**src/rtl/mult_pkg.sv**
```systemverilog
// Shared types for the multiply sequencer: FSM encoding, accumulate op codes,
// operand payload.
package mult_pkg;

    localparam int unsigned OP_W  = 32;
    localparam int unsigned RES_W = 64;

    typedef enum logic [1:0] {
        IDLE = 2'd0,
        CALC = 2'd1,
        DONE = 2'd2,
        ACC  = 2'd3
    } state_e;

    typedef enum logic [1:0] {
        ACC_NONE = 2'b00,
        ACC_MADD = 2'b01,
        ACC_MSUB = 2'b10
    } acc_op_e;

    typedef struct packed {
        logic            sgn;
        logic [OP_W-1:0] op1;
        logic [OP_W-1:0] op2;
    } operands_t;

endpackage

```
**src/rtl/mult.sv**
```systemverilog
// Combinational 32x32 multiplier: signed mode multiplies magnitudes and
// negates when the operand signs differ.
module mult
    import mult_pkg::*;
(
    input  logic [OP_W-1:0]  a_i,
    input  logic [OP_W-1:0]  b_i,
    input  logic             signed_i,
    output logic [RES_W-1:0] product_c
);

    logic             neg_a;
    logic             neg_b;
    logic [OP_W-1:0]  mag_a;
    logic [OP_W-1:0]  mag_b;
    logic [RES_W-1:0] mag_p;

    // Magnitude multiply, then restore the sign
    always_comb begin
        neg_a     = signed_i & a_i[OP_W-1];
        neg_b     = signed_i & b_i[OP_W-1];
        mag_a     = neg_a ? (~a_i + OP_W'(1)) : a_i;
        mag_b     = neg_b ? (~b_i + OP_W'(1)) : b_i;
        mag_p     = RES_W'(mag_a) * RES_W'(mag_b);
        product_c = (neg_a ^ neg_b) ? (~mag_p + RES_W'(1)) : mag_p;
    end

endmodule

```
**src/rtl/mult_ctrl.sv**
```systemverilog
// Multi-cycle sequencer for the MULT/MULTU multiplier between EX and HI/LO.
// Optional accumulate (MADD/MSUB) is enabled with MULT_CTRL_MADD_EN.
module mult_ctrl
    import mult_pkg::*;
#(
    parameter int unsigned LATENCY = 2,
    parameter int unsigned CNT_W   = 4
) (
    input  logic             clk,
    input  logic             resetn,
    input  logic             start_i,
    input  logic             signed_i,
    input  logic [OP_W-1:0]  op1_i,
    input  logic [OP_W-1:0]  op2_i,
    input  logic             flush_i,
    input  logic             ack_i,
`ifdef MULT_CTRL_MADD_EN
    input  logic [1:0]       acc_i,
    input  logic [RES_W-1:0] hilo_i,
`endif
    output logic             stall_o,
    output logic             busy_o,
    output logic             valid_o,
    output logic [RES_W-1:0] result_o
);

    state_e           state_q;
    state_e           state_d;
    logic [CNT_W-1:0] cnt_q;
    logic [CNT_W-1:0] cnt_d;
    operands_t        opr_q;
    logic             accept;
    logic             valid_d;
    logic             load_res;
    logic [RES_W-1:0] res_d;
    logic [RES_W-1:0] product;
`ifdef MULT_CTRL_MADD_EN
    acc_op_e          acc_q;
`endif

    mult u_mult (
        .a_i       (opr_q.op1),
        .b_i       (opr_q.op2),
        .signed_i  (opr_q.sgn),
        .product_c (product)
    );

    // Next-state, counter and result-load decode; flush overrides everything
    always_comb begin
        state_d  = state_q;
        cnt_d    = cnt_q;
        accept   = 1'b0;
        valid_d  = valid_o;
        load_res = 1'b0;
        res_d    = result_o;
        unique case (state_q)
            IDLE: begin
                accept = start_i;
            end
            CALC: begin
                if (cnt_q == '0) begin
                    load_res = 1'b1;
                    res_d    = product;
`ifdef MULT_CTRL_MADD_EN
                    state_d  = ACC;
`else
                    state_d  = DONE;
                    valid_d  = 1'b1;
`endif
                end else begin
                    cnt_d = cnt_q - CNT_W'(1);
                end
            end
`ifdef MULT_CTRL_MADD_EN
            ACC: begin
                load_res = 1'b1;
                case (acc_q)
                    ACC_MADD: res_d = hilo_i + result_o;
                    ACC_MSUB: res_d = hilo_i - result_o;
                    default:  res_d = result_o;
                endcase
                state_d = DONE;
                valid_d = 1'b1;
            end
`endif
            DONE: begin
                if (ack_i) begin
                    state_d = IDLE;
                    valid_d = 1'b0;
                    accept  = start_i;
                end
            end
            default: begin
                state_d = IDLE;
                valid_d = 1'b0;
            end
        endcase
        if (accept) begin
            state_d = CALC;
            cnt_d   = CNT_W'(LATENCY - 1);
            valid_d = 1'b0;
        end
        if (flush_i) begin
            accept   = 1'b0;
            state_d  = IDLE;
            cnt_d    = '0;
            valid_d  = 1'b0;
            load_res = 1'b0;
        end
    end

    // Stall covers the accept cycle and every cycle the result is pending
    assign stall_o = resetn & (accept | (state_q == CALC) | (state_q == ACC));

    // State, counter, operand capture and registered outputs
    always_ff @(posedge clk or negedge resetn) begin
        if (!resetn) begin
            state_q  <= IDLE;
            cnt_q    <= '0;
            opr_q    <= '0;
            valid_o  <= 1'b0;
            busy_o   <= 1'b0;
            result_o <= '0;
        end else begin
            state_q <= state_d;
            cnt_q   <= cnt_d;
            valid_o <= valid_d;
            busy_o  <= (state_d != IDLE);
            if (accept) begin
                opr_q.sgn <= signed_i;
                opr_q.op1 <= op1_i;
                opr_q.op2 <= op2_i;
            end
            if (load_res) begin
                result_o <= res_d;
            end
        end
    end

`ifdef MULT_CTRL_MADD_EN
    // Accumulate op is captured with the operands
    always_ff @(posedge clk or negedge resetn) begin
        if (!resetn) begin
            acc_q <= ACC_NONE;
        end else if (accept) begin
            acc_q <= acc_op_e'(acc_i);
        end
    end
`endif

endmodule

```
**config.mk**
```make
export PLATFORM = sky130hd
export DESIGN_NAME = mult_ctrl
export DESIGN_NICKNAME = d
export VERILOG_FILES = /design/src/rtl/mult_pkg.sv /design/src/rtl/mult.sv /design/src/rtl/mult_ctrl.sv
export SDC_FILE = /design/constraint.sdc
export NUM_CORES = 2
export LEC_CHECK = 0
export CORE_UTILIZATION = 59
export CTS_CLUSTER_DIAMETER = 200
export CTS_CLUSTER_SIZE = 25
export DETAILED_ROUTE_END_ITERATION = 16
export GPL_TIMING_DRIVEN = 0
export PLACE_DENSITY = 0.8
export SYNTH_ARGS = -nofsm -noshare
export SYNTH_HDL_FRONTEND = slang
export SYNTH_SLANG_ARGS = --single-unit
```
**constraint.sdc**
```tcl
create_clock -name clk -period 11.01 [get_ports clk]
set_input_delay 2.202 -clock clk [delete_from_list [all_inputs] [get_ports clk]]
set_output_delay 2.202 -clock clk [all_outputs]
set_load 0.02 [all_outputs]
```
; ---- Yosys cells after proc, flatten, opt, wreduce, memory -nomap -nowiden
; Cells that the tools add are included.
[totals]
rom_bits = 0
out_inout_bits = 67
ff_bits = 137
inputBits = 70
mem_count = 0
mem_bits_rw = 0
latch_bits = 0
[op_classes]
order_cmp = 0
addsub = 4
n_eq_ne = 7
n_mux = 23
n_shift = 0
div = 0
bitwise_logic = 9
n_reduce_logical = 7
multipliers = 1
[op_table]
columns = cell, n
row1 = "32-bit by 1-bit adder with 32-bit output, second input constant", 2
row2 = "64-bit by 1-bit adder with 64-bit output, second input constant", 1
row3 = 32-bit by 32-bit multiplier with 64-bit output, 1
row4 = 32-bit two-way mux, 2
row5 = 64-bit two-way mux, 1
row6 = 32-bit inverter, 2
row7 = 64-bit inverter, 1
row8 = 4-bit two-way mux, 4
row9 = 1-bit two-way mux, 9
row10 = 2-bit two-way mux, 4
row11 = "4-bit != test, second input constant", 2
row12 = 2-bit one-hot mux with 3 select lines, 1
row13 = 3-bit AND reduction, 2
row14 = "2-bit == test, second input constant", 2
row15 = 4-bit zero test, 1
row16 = "4-bit by 1-bit subtractor with 4-bit output, second input constant", 1
row17 = 1-bit AND, 3
row18 = "3-bit by 2-bit != test with 1-bit output, second input constant", 1
row19 = "3-bit != test, second input constant", 1
row20 = 1-bit one-hot mux with 3 select lines, 1
row21 = 3-bit nonzero test, 1
row22 = "2-bit by 1-bit == test with 1-bit output, second input constant", 1
row23 = 2-bit zero test, 1
row24 = 1-bit OR, 2
row25 = 4 further kinds, 4

; ---- Logic depth before layout (Yosys ltp)
[depth]
depth_word = 7
depth_mapped = 39

; ---- Cells and area by module
; A second synthesis with hierarchy kept.
[hier_totals]
hier_cells = 4631
hier_area_um2 = 41254.6
[modules_own_cells]
columns = module, area_each_um2, instances, cells_per_inst, seq_area_each_um2
row1 = mult, 35734.3, 1, 4308, 0.0
row2 = mult_ctrl, 5520.3, 1, 323, 3428.3

; ---- Worst setup path before layout
; OpenSTA, ideal clock, no wires.
[synth_timing]
kind = reg2reg
start = register opr_q[5] (netlist name)
end = register result_o[62]
required_time_ps = 10941
arrival_time_ps = 10466
stages_incl_launch_ff = 38
n_path_buf = 3
slack_ps = 475
synth_period_minus_slack_ps = 10535
cell_sequence = dfrtp_1 > clkbuf_1 > or4_1 > or3_1 > nor4_2 > nand2_1 > or3_1 > nor2_1 > nand2_1 > o31ai_1 > xnor2_1 > clkbuf_1 > nand2_1 > fa_1 > inv_1 > fa_1 > fa_1 > fa_1 > (+2 left out) > fa_1 > inv_1 > fa_1 > inv_1 > ha_1 > clkbuf_1 > a21oi_1 > o21ai_0 > a21oi_1 > o31ai_1 > a21o_1 > a41o_1 > xor2_1 > nor4b_1 > nand3_1 > or3b_2 > or3_1 > nand3_1
[synth_between]
elab_chain_len = 7
[synth_rtl]
columns = item, line
row1 = "start, declared", mult_ctrl.sv:31  ; operands_t opr_q;
row2 = 32-bit inverter, mult.sv:23  ; mag_b = neg_b ? (~b_i + OP_W'(1)) : b_i;
row3 = 32-bit by 1-bit adder with 32-bit output, mult.sv:23
row4 = 32-bit two-way mux (*), mult.sv:23
row5 = 32-bit by 32-bit multiplier with 64-bit output (*), mult.sv:24  ; mag_p = RES_W'(mag_a) * RES_W'(mag_b);
row6 = 64-bit inverter, mult.sv:25  ; product_c = (neg_a ^ neg_b) ? (~mag_p + RES_W'(1)) : mag_p;
row7 = 64-bit by 1-bit adder with 64-bit output, mult.sv:25
row8 = 64-bit two-way mux (*), mult.sv:25
row9 = "end signal, assigned", mult_ctrl.sv:135  ; result_o <= res_d;
row10 = "end, declared", mult_ctrl.sv:24  ; output logic [RES_W-1:0] result_o
; Every way passes the cells marked *; elsewhere a longest branch is shown, timed or not.
; A chain may end at the register's enable or synchronous reset.

; ---- Final worst setup path
; Same ends and word-level chain as after synthesis.

==> results.ini <==
[finish]
drive_gt1_frac = 0.160
final_nets = 6296
post_synthesis_to_final_layout_area_growth_pct = 19.3
final_design_area_no_fill_um2 = 49100
stdcell_count = 6012

[grt]
grt_first_pass_wirelength_um = 250000
grt_pass1_vias = 37800
global_route_total_usage_across_every_layer = 0.502
grt_max_degree = 88
grt_antenna_before_repair = 8
globalRouteOverflowTotal = 0

[cts]
cts_tree = done
htreeDepth = 4
cts-root-to-sink-buffers = 2
clock_pin_slew_reported_for_the_worst_setup_and_hold_paths_after_clock_tree_synthesis_ns = 0.07
cts_inserted_buffers = 17
cts_num_sinks = 137
clkLatencyLatePin_ns = 0.47
clock_tree.root_cell = clkbuf_16

[place]
dp.final_hpwl_um = 140000
instance_area_at_placement_um2 = 43900
place_worst_setup_slack_ns = -3.18
place.detailed.instances = 5804
weighted_congestion_reported_at_the_end_of_routability_driven_placement = 1.07
portBuffers = 136

[sta]
hold_viol_final = 0
grt_setup_unrepaired = true
worst_clock_skew_ns = 0.0209
finalMaxSlewViolations = 0
timing.setup.tns_ns = -1.32
setup-violations-final = 15
post-route-min-period_ns = 11.27
clock.fmax_ghz = 0.0888
max_slew.worst_pin.slew_ns = 1.37
final_critical_path_setup_slack_ns = -0.255
layout_worst_path_cycle_share = 1.02
max-slew-margin-rel = 0.0849

[synthesis]
synthDominantAreaCellType = fa_1
ys_async_sr_fraction = 1.00
postSynthCellCount = 4730
netlist_top_cells_area = fa_1 (44%), dfrtp_1 (8.3%), inv_1 (8.2%)
most_used_flip_flop_cell_after_synthesis = dfrtp_1
synth_top_cells_by_count = fa_1 (896), inv_1 (894), nor2_1 (660)
synth_warn = 0
ys_seq_elements = 137
synthMostInstantiatedCell = fa_1
syn_nets = 5964
synth.avg_cell_area_um2 = 8.69
synth_cell_type_count = 101
netlist.area_leader.share = 0.436
synth.cell_area_um2 = 41100
synth_edf_count = 0
seq_area_frac_synth = 0.0834

[worst_setup_path]
category_of_the_critical_setup_timing_path = reg2reg
worst_r2r_path_depth = 36
critPathCaptureType = register
path_common_cell = fa_1
timing.critical_path.fanout_max = 6
critical_path_start_type = register
cp.required_ns = 11.39
worst_path_largest_cell_delay_ns = 0.63
worst_r2r_startpoint = opr_q[5]
critical-path-slowest-cell = fa_2
worstPathArrival_ns = 11.65
worst_setup_path_endpoint = result_o[62]
critical_r2r_capture = result_o[62]
crit_path_start = opr_q[5]
worst-r2r-setup-slack_ns = -0.26

[status]
outcome = complete, but fails checks
failed_checks = setup timing

[detailed_routing]
drc_errors = 0
ant_nets = 0
viasPerCell = 6.24
wl_um = 176000
drtIter0Drc = 4501
first_pass_iters = 8
routed_wire_length_per_instance_um = 29.3
num_vias = 37500

[floorplanning]
floorplan.die.height_um = 266
initial_utilization = 0.597
std_cell_core_area_um2 = 68800
design.portCount = 137
die-width_um = 266
core.rowCount = 96
die-area_um2 = 70800

[min_path]
number_of_stages_on_the_worst_hold_path = 2
hold_startpoint = result_o[4]
hold_class = reg2reg

[job]
cap_violations = 0

## metrics by stage
stage           util  hold slack (ns)
6_report       0.713            0.481
5_1_grt        0.713            0.506
4_1_cts        0.691            0.485
3_5_place_dp   0.637            0.471
3_3_place_gp   0.634            0.466
2_1_floorplan      -            0.518
## layout make-up
type	count	area, um^2
Inverter	894	3360
Clock buffer	19	433
Sequential cell	137	3440
Timing Repair Buffer	341	3160
Antenna cell	6	15.0
Tap cell	931	1160
Fill cell	5236	19800
Multi-Input combinational cell	3462	36000
Clock inverter	13	131
Buffer	209	1380
## how the worst min path moves through the flow
stage | to | slack [ns]
after floorplan | opr_q[16] | 0.52
after detailed placement | result_o[12] | 0.47
after global placement | result_o[10] | 0.47
final | result_o[4] | 0.48
after global routing | result_o[44] | 0.51
after CTS | result_o[12] | 0.49
## timing repair
| item | 4_1_cts | 5_1_grt |
|---|---|---|
| resized for setup | 501 | 263 |
| hold endpoints to repair | 0 | 0 |
| setup buffers | 118 | 80 |
| hold buffers | 0 | 0 |
| cloned | 0 | 0 |
| endpoints found under the setup margin | 44 | 38 |
| pin swaps | 96 | 87 |
## layer usage
layer	share of wire	wire length (um)	GRT usage
met1	0.35	61300	0.630
met3	0.15	26800	0.191
met2	0.41	72900	0.724
met4	0.085	14900	0.329
met5	0.0011	198	0.0159
## critical path: cells and delay by family, from the launching register on
kind | cells | cell delay [ns]
fa+ha+maj | 9 | 4.58
flops | 1 | 0.42
simple gates | 12 | 3.10
compound gates | 8 | 1.80
buf+inv | 5 | 0.57
xor+xnor | 2 | 0.70
## cell usage in the layout, fill, tap and decap left out, types with 13 or more instances in the layout
master,instances
clkbuf_4,23
buf_4,178
clkbuf_8,14
nand2_2,15
and3_1,13
xor2_2,30
xor2_1,51
nand2b_1,16
nor2_1,646
a21oi_1,89
clkdlybuf4s50_1,135
a31oi_1,22
nor3_1,34
xor2_4,15
xnor2_4,21
clkbuf_16,20
mux2_2,65
o21ai_1,36
nand2_1,631
xnor2_1,61
a21o_1,31
buf_2,16
o21ai_0,96
fa_2,25
inv_1,883
buf_12,18
clkbuf_2,65
ha_4,14
a21oi_2,30
dfrtp_1,130
ha_1,248
and2_1,19
o21ai_2,13
fa_1,871
clkbuf_1,68
nand3_1,15
buf_6,20
nand4_1,35
xnor2_2,42
## kinds of logic after synthesis
logic type / count (synthesis) / share of synthesized area
compound gates: 454 / 0.0697
flops: 137 / 0.0834
buf+inv: 1131 / 0.104
xor+xnor: 220 / 0.0477
mux: 68 / 0.0185
fa+ha+maj: 1164 / 0.518
simple gates: 1556 / 0.159
## state kept, by name (all words and copies together) (netlist names)
| signal | cells |
|---|---|
| busy_o | 1 |
| cnt_q | 4 |
| opr_q | 65 |
| result_o | 64 |
| state_q | 2 |
| valid_o | 1 |
Power is not shown: default switching activity piles up to over one toggle a cycle in this logic, so the estimate is an artifact.
